==> src/rtl/dadda_divider_pkg.sv <==
// Shared types and default widths for the restoring divider.
package dadda_pkg;

  localparam int unsigned DEF_N_DIVIDEND = 8;
  localparam int unsigned DEF_N_DIVISOR  = 4;

  typedef enum logic [1:0] {
    IDLE,
    CALC,
    DONE
  } state_t;

endpackage

==> src/rtl/div_step.sv <==
// One restoring-division step: shift in a dividend bit, subtract if it fits.
module div_step
  import dadda_pkg::*;
#(
  parameter int unsigned N_DIVISOR = DEF_N_DIVISOR
) (
  input  logic [N_DIVISOR-1:0] rem,
  input  logic                 dividend_bit,
  input  logic [N_DIVISOR-1:0] divisor,
  output logic [N_DIVISOR-1:0] new_rem,
  output logic                 quotient_bit
);

  logic [N_DIVISOR:0] partial;

  always_comb begin
    partial      = {rem, dividend_bit};
    quotient_bit = (partial >= {1'b0, divisor});
    // rem < divisor on entry, so the difference always fits in N_DIVISOR bits
    new_rem      = quotient_bit ? N_DIVISOR'(partial - {1'b0, divisor})
                                : partial[N_DIVISOR-1:0];
  end

endmodule

==> src/rtl/dadda_divider.sv <==
// Sequential unsigned restoring divider, one quotient bit per clock, MSB first.
module dadda_divider
  import dadda_pkg::*;
#(
  parameter int unsigned N_DIVIDEND = DEF_N_DIVIDEND,
  parameter int unsigned N_DIVISOR  = DEF_N_DIVISOR
) (
  input  logic                  clk,
  input  logic                  rst,
  input  logic                  start,
  input  logic [N_DIVIDEND-1:0] dividend,
  input  logic [N_DIVISOR-1:0]  divisor,
  output logic                  busy,
  output logic                  done,
  output logic [N_DIVIDEND-1:0] quotient,
  output logic [N_DIVISOR-1:0]  remainder,
  output logic                  div_by_zero
);

  localparam int unsigned CNT_W = $clog2(N_DIVIDEND + 1);
  localparam logic [CNT_W-1:0] LAST_STEP = CNT_W'(N_DIVIDEND - 1);

  state_t                  state;
  logic [N_DIVIDEND-1:0]   dvd_sh;
  logic [N_DIVISOR-1:0]    dvs_q;
  logic [CNT_W-1:0]        cnt;
  logic [N_DIVISOR-1:0]    rem_next;
  logic                    q_bit;

  div_step #(
    .N_DIVISOR(N_DIVISOR)
  ) u_step (
    .rem         (remainder),
    .dividend_bit(dvd_sh[N_DIVIDEND-1]),
    .divisor     (dvs_q),
    .new_rem     (rem_next),
    .quotient_bit(q_bit)
  );

  always_ff @(posedge clk) begin
    if (rst) begin
      state       <= IDLE;
      busy        <= 1'b0;
      done        <= 1'b0;
      div_by_zero <= 1'b0;
      quotient    <= '0;
      remainder   <= '0;
      cnt         <= '0;
      dvd_sh      <= '0;
      dvs_q       <= '0;
    end else begin
      case (state)
        CALC: begin
          remainder <= rem_next;
          quotient  <= {quotient[N_DIVIDEND-2:0], q_bit};
          dvd_sh    <= dvd_sh << 1;
          cnt       <= cnt + 1'b1;
          if (cnt == LAST_STEP) begin
            state <= DONE;
            busy  <= 1'b0;
            done  <= 1'b1;
          end
        end
        default: begin
          done <= 1'b0;
          if (start) begin
            dvd_sh    <= dividend;
            dvs_q     <= divisor;
            cnt       <= '0;
            remainder <= '0;
            // A zero divisor skips CALC and reports the all-ones quotient at once
            if (divisor == '0) begin
              state       <= DONE;
              done        <= 1'b1;
              div_by_zero <= 1'b1;
              quotient    <= '1;
            end else begin
              state       <= CALC;
              busy        <= 1'b1;
              div_by_zero <= 1'b0;
              quotient    <= '0;
            end
          end else begin
            state <= IDLE;
          end
        end
      endcase
    end
  end

endmodule

==> config.mk <==
export PLATFORM = sky130hd
export DESIGN_NAME = dadda_divider
export DESIGN_NICKNAME = d
export VERILOG_FILES = /design/src/rtl/dadda_divider_pkg.sv /design/src/rtl/div_step.sv /design/src/rtl/dadda_divider.sv
export SDC_FILE = /design/constraint.sdc
export NUM_CORES = 1
export LEC_CHECK = 0
export BUFFER_PORTS_ARGS = -buffer_cell sky130_fd_sc_hd__buf_2
export CORE_MARGIN = 2
export CORE_UTILIZATION = 24
export CTS_CLUSTER_DIAMETER = 60
export DETAILED_ROUTE_END_ITERATION = 7
export PLACE_DENSITY = 0.46
export RECOVER_POWER = 50
export SLEW_MARGIN = 20
export SYNTH_ARGS = -nofsm -noshare
export SYNTH_HDL_FRONTEND = slang
export SYNTH_SLANG_ARGS = --single-unit
==> constraint.sdc <==
create_clock -name clk -period 2.1 [get_ports clk]
set_clock_uncertainty 0.2 [all_clocks]
set_input_delay 0.42 -clock clk [delete_from_list [all_inputs] [get_ports clk]]
set_output_delay 0.42 -clock clk [all_outputs]
set_load 0.01 [all_outputs]
**Word level (Yosys, flattened, before mapping)**

Cells that the tools add are included.

- Add/subtract/negate cells: 2
- Multiply operators: 0
- Divide/modulo/power cells: 0
- $lt $le $gt $ge: 1
- Equal/unequal tests: 4
- Shift-type cells: 0
- Mux-type cells: 21
- Bitwise logic cells: 1
- Reductions and logical operators: 5

Operators by type and width:

| kind | count |
|---|---|
| two-way mux 8 bit | 5 |
| two-way mux 4 bit | 4 |
| two-way mux 1 bit | 8 |
| two-way mux 2 bit | 4 |
| greater-or-equal comparator 5 x 4 -> 1 bit | 1 |
| adder 4 x 1 -> 4 bit, second input constant | 1 |
| equality test 4 x 3 -> 1 bit, second input constant | 1 |
| zero test 4 bit | 1 |
| subtractor 4 bit | 1 |
| AND reduction 3 bit | 1 |
| equality test 2 x 1 -> 1 bit, second input constant | 1 |
| != test 2 x 1 -> 1 bit, second input constant | 1 |
| != test 2 bit, second input constant | 1 |
| AND reduction 2 bit | 1 |
| nonzero test 2 bit | 1 |
| OR reduction 2 bit | 1 |
| inverter 1 bit | 1 |

- Register bits: 33
- Latch bits: 0
- Bits in writable memories: 0
- Memory bits (read-only): 0
- Bits of input ports: 15
- Output and inout bits: 15
- Logic and storage cells: 44
- Memories kept: 0

**Logic depth before layout (Yosys ltp)**

- Word-level depth: 4
- Mapped depth: 6
- Depth with buffers taken out: 6

**Modules after synthesis**

Synthesis repeated with hierarchy kept, for this count alone.

- Cells, all modules: 176
- Area total of the unflattened synthesis: 1570.3 µm²

Modules (own cells, without submodules):

| module | times used | cells an instance | area each (µm²) | seq. area each (µm²) |
|---|---|---|---|---|
| dadda_divider | 1 | 148 | 1346.3 | 640.6 |
| div_step | 1 | 28 | 224.0 | 0.0 |

**Least setup slack after synthesis**

No wires, ideal clock.

- Path type: reg2reg
- Start point: register dvs_q[1]
- End point: register remainder[0]
- Setup time: 0.117 ns
- Data arrival time: 1.440 ns
- Required time: 1.783 ns
- Path slack: 0.342 ns
- Cell stages (with the launch flop): 7
- Path buffers: 0
- Period minus slack after synthesis: 1.758 ns
- Cells stage by stage: dfxtp_1 inv_1 ha_1 nor2b_2 o311ai_4 nand3_1 a32o_1

- Word-level cells in the longest chain between the ends: 3

RTL lines:

| item | line | source |
|---|---|---|
| from (decl) | dadda_divider.sv:25 | `logic [N_DIVISOR-1:0] dvs_q;` |
| from (signal assigned) | dadda_divider.sv:68 | `dvs_q <= divisor;` |
| greater-or-equal comparator 5 x 4 -> 1 bit | div_step.sv:18 | `quotient_bit = (partial >= {1'b0, divisor});` |
| two-way mux 4 bit | div_step.sv:20 | `new_rem = quotient_bit ? N_DIVISOR'(partial - {1'b0, divisor})` |
| two-way mux 4 bit | dadda_divider.sv:52 | `case (state)` |
| to (signal assigned) | dadda_divider.sv:54 | `remainder <= rem_next;` |
| to (decl) | dadda_divider.sv:16 | `output logic [N_DIVISOR-1:0] remainder,` |

No other way between the ends.
A chain may end at the register's enable or synchronous reset.

**Worst setup path in the final report**

Ends and elaborated chain as after synthesis.

==> impl_metrics.yaml <==
power:
  ir_drop_uv: 358.1
  p_clk_share_pct: 34.1
  combinationalPowerShare_pct: 20.9
  power_density_nw_per_um2: 828.8
  switching_share_pct: 29.09
  intPower_mw: 1.077
  p_sw_mw: 0.4419
  p_leak_nw: 0.7077
  pwr-share-seq_pct: 45.0
cells_and_area:
  layout_commonest_cell: "dfxtp_1"
  final_cell_mix: "32 x dfxtp_1, 20 x nor2_1, 16 x clkbuf_1"
  drive_gt1_share_pct: 15.53
  area_growth_pct: 15.63
  n_antenna_cell: 0
  nets: 227
  fin_cells: 283
clock_network:
  cts.sinks: 32
  cts-root-buf: "clkbuf_8"
  post_cts_buffers: 0
  htreeDepth: 2
  holdBufCountCts: 0
  cts_tree: "done"
  clock_path_buffers: 2
  cts_made_buffers: 5
  clk_pin_slew_ns: 0.07
  clock_latency_ns: 0.28
  ctsResizeCount: 0
place:
  placed_cells: 276
  portBuffers: 29
  hpwl_microns: 2573
  gp_congestion: 0.7794
floorplan:
  fp-row-count: 29
  ioPinCount: 30
  die_x_microns: 85.27
  die_h_microns: 85.27
  die-area_sq_um: 7271
  fp.coreArea_sq_um: 6386
  start_util_pct: 24.82
global_routing:
  gr-total-overflow: 0
  grt_max_degree: 33
  grt_use_total_pct: 11.10
  antenna_found_initial: 0
  grt_pass1_vias: 1318
  grt_pass1_wl_microns: 6354
sta:
  relSlewSlack_pct: 47.44
  worstMarginPinSlew_ns: 0.7883
  finalSetupTns_ns: 0
  clock.fmax_ghz: 0.5363
  setup_violations: 0
  rsz0062_at_grt: "no"
  fin_crit_sh_pct: 88.79
  report.final.hold_viol_count: 0
  period_needed_ns: 1.865
  drv_slew: 0
detailed_routing:
  dr.pass1.iters: 4
  drt-total-wl_microns: 3591
  avgRoutedWirePerCell_microns: 12.69
  dr.first_iter.drc_count: 54
  ant_nets: 0
  vias_per_cell: 4.601
  num_vias: 1302
  route.detailed.drc: 0
logic_synthesis:
  syn_nets: 200
  ys_seq_elements: 32
  ys_types: 39
  synth_warnings: 0
  synthFlopType: "dfxtp_1"
  async_flop_share_pct: 0
  syn_inst: 179
  yosysSeqAreaShare_pct: 40.41
  synth_area_sq_um: 1585
  avgSynthCellArea_sq_um: 8.856
  synth_edf_count: 0
status:
  outcome: "completed"
flow_run:
  cap_violations: 0
critical_path:
  arrival_ns: 1.89
  rr_endpoint: "remainder[0]"
  critPathLaunch: "dvs_q[1]"
  worst_path_dominant_cell_family: "compound AO/OA/AOI/OAI gates"
  worst-path-buf-inv: 1
  slowest_stage: "dfxtp_1"
  cp-end-kind: "flop"
  cp.depth: 6
  critPathMaxFanout: 4
  max_stage_delay_ns: 0.37
  r2r.worst_path.cells: 6
  critPathCapture: "remainder[0]"
  cp-start-kind: "flop"
  r2r_slack_ns: 0.24
  r2r-start: "dvs_q[1]"
  worstPathCellList: "inv_1 -> ha_1 -> nor2b_2 -> o311a_2 -> o21ai_0 -> a32o_1"
  crit_required_ns: 2.13
  path_class: "flop to flop"
worst_hold_path:
  hold_class: "primary input to flop"
[metrics by stage]
step                hold slack [ns]  util (%)  power [mW]  cell area, sq um  setup slack [ns]
detailed placement           0.2564     27.55       1.021              1759            0.2530
floorplan                    0.2363         -      0.9403              1585            0.3423
finish                       0.2127     28.70       1.519              1833            0.2354
global route                 0.2048     28.70       1.630              1833           0.08024
global placement             0.2491     27.55       1.026              1759            0.2624
CTS                          0.2014     29.06       1.556              1856            0.2326
[cells in the mapped netlist, types with 2 or more instances]
| library cell | n | area [sq um] |
|---|---|---|
| nand4_1 | 2 | 12.51 |
| o21ai_0 | 13 | 65.06 |
| a32o_1 | 2 | 20.02 |
| nand3_1 | 8 | 40.04 |
| and2_1 | 2 | 12.51 |
| inv_1 | 12 | 45.04 |
| nor2_1 | 20 | 75.07 |
| nand3b_1 | 3 | 22.52 |
| ha_1 | 5 | 62.56 |
| o22ai_1 | 7 | 43.79 |
| a21oi_1 | 12 | 60.06 |
| a211oi_1 | 7 | 52.55 |
| buf_2 | 6 | 30.03 |
| or2_2 | 2 | 12.51 |
| mux2i_1 | 8 | 80.08 |
| buf_1 | 2 | 7.510 |
| and2b_1 | 2 | 15.01 |
| nand2_1 | 13 | 48.80 |
| nor3_1 | 2 | 10.01 |
| dfxtp_1 | 32 | 640.6 |
[kinds of logic (layout without fill, tap and decap cells)]
| family | count (synthesis) | count (layout) | share of synthesized area (%) |
|---|---|---|---|
| AOI/OAI and AO/OA | 46 | 46 | 19.50 |
| xor gates and xnor gates | 1 | 1 | 0.5526 |
| adders and majority gates | 6 | 6 | 5.209 |
| buffers and inverters | 24 | 51 | 9.313 |
| DFF | 32 | 32 | 40.41 |
| muxes | 8 | 8 | 5.052 |
| and+or+nand+nor | 62 | 62 | 19.97 |
[state kept, by name, summed over array words and instances (netlist names)]
register / flops
busy: 1
cnt: 4
div_by_zero: 1
done: 1
dvd_sh: 8
dvs_q: 4
quotient: 8
remainder: 4
state: 1
[final cells by class]
type	instances	area [sq um]
Multi-Input combinational cell	123	797.0
Inverter	12	45.04
Clock buffer	7	96.34
Tap cell	77	96.34
Timing Repair Buffer	32	157.7
Fill cell	716	4553
Sequential cell	32	640.6
[tightest hold or removal path: stages]
cell and delay (ns):
buf_2 0.11, nand3_1 0.06, a21oi_1 0.05
[routing by layer]
| layer | global-route usage [%] | wire, microns |
|---|---|---|
| met4 | 3.463 | 46 |
| met3 | 4.767 | 200 |
| met5 | 0 | 0 |
| met1 | 14.13 | 1794 |
| met2 | 16.97 | 1549 |
[how the worst min path moves through the flow]
| stage | from | to | slack (ns) | depth (start not counted) |
|---|---|---|---|---|
| finish | divisor[1] | dvs_q[1] | 0.21 | 3 |
| global route | divisor[0] | dvs_q[0] | 0.20 | 3 |
| floorplan | dvs_q[2] | dvs_q[2] | 0.24 | 2 |
| global placement | dvs_q[2] | dvs_q[2] | 0.25 | 2 |
| detailed placement | busy | busy | 0.26 | 2 |
| CTS | divisor[1] | dvs_q[1] | 0.20 | 3 |
[power groups by stage]
stage / Clock, mW / Sequential (mW) / Combinational, mW
after floorplan: 0 / 0.700 / 0.240
after global placement: 0 / 0.697 / 0.329
after detailed placement: 0 / 0.696 / 0.325
after CTS: 0.546 / 0.683 / 0.327
after global routing: 0.579 / 0.689 / 0.362
final: 0.518 / 0.683 / 0.318
Note: power is estimated with default switching activity, not from simulation.
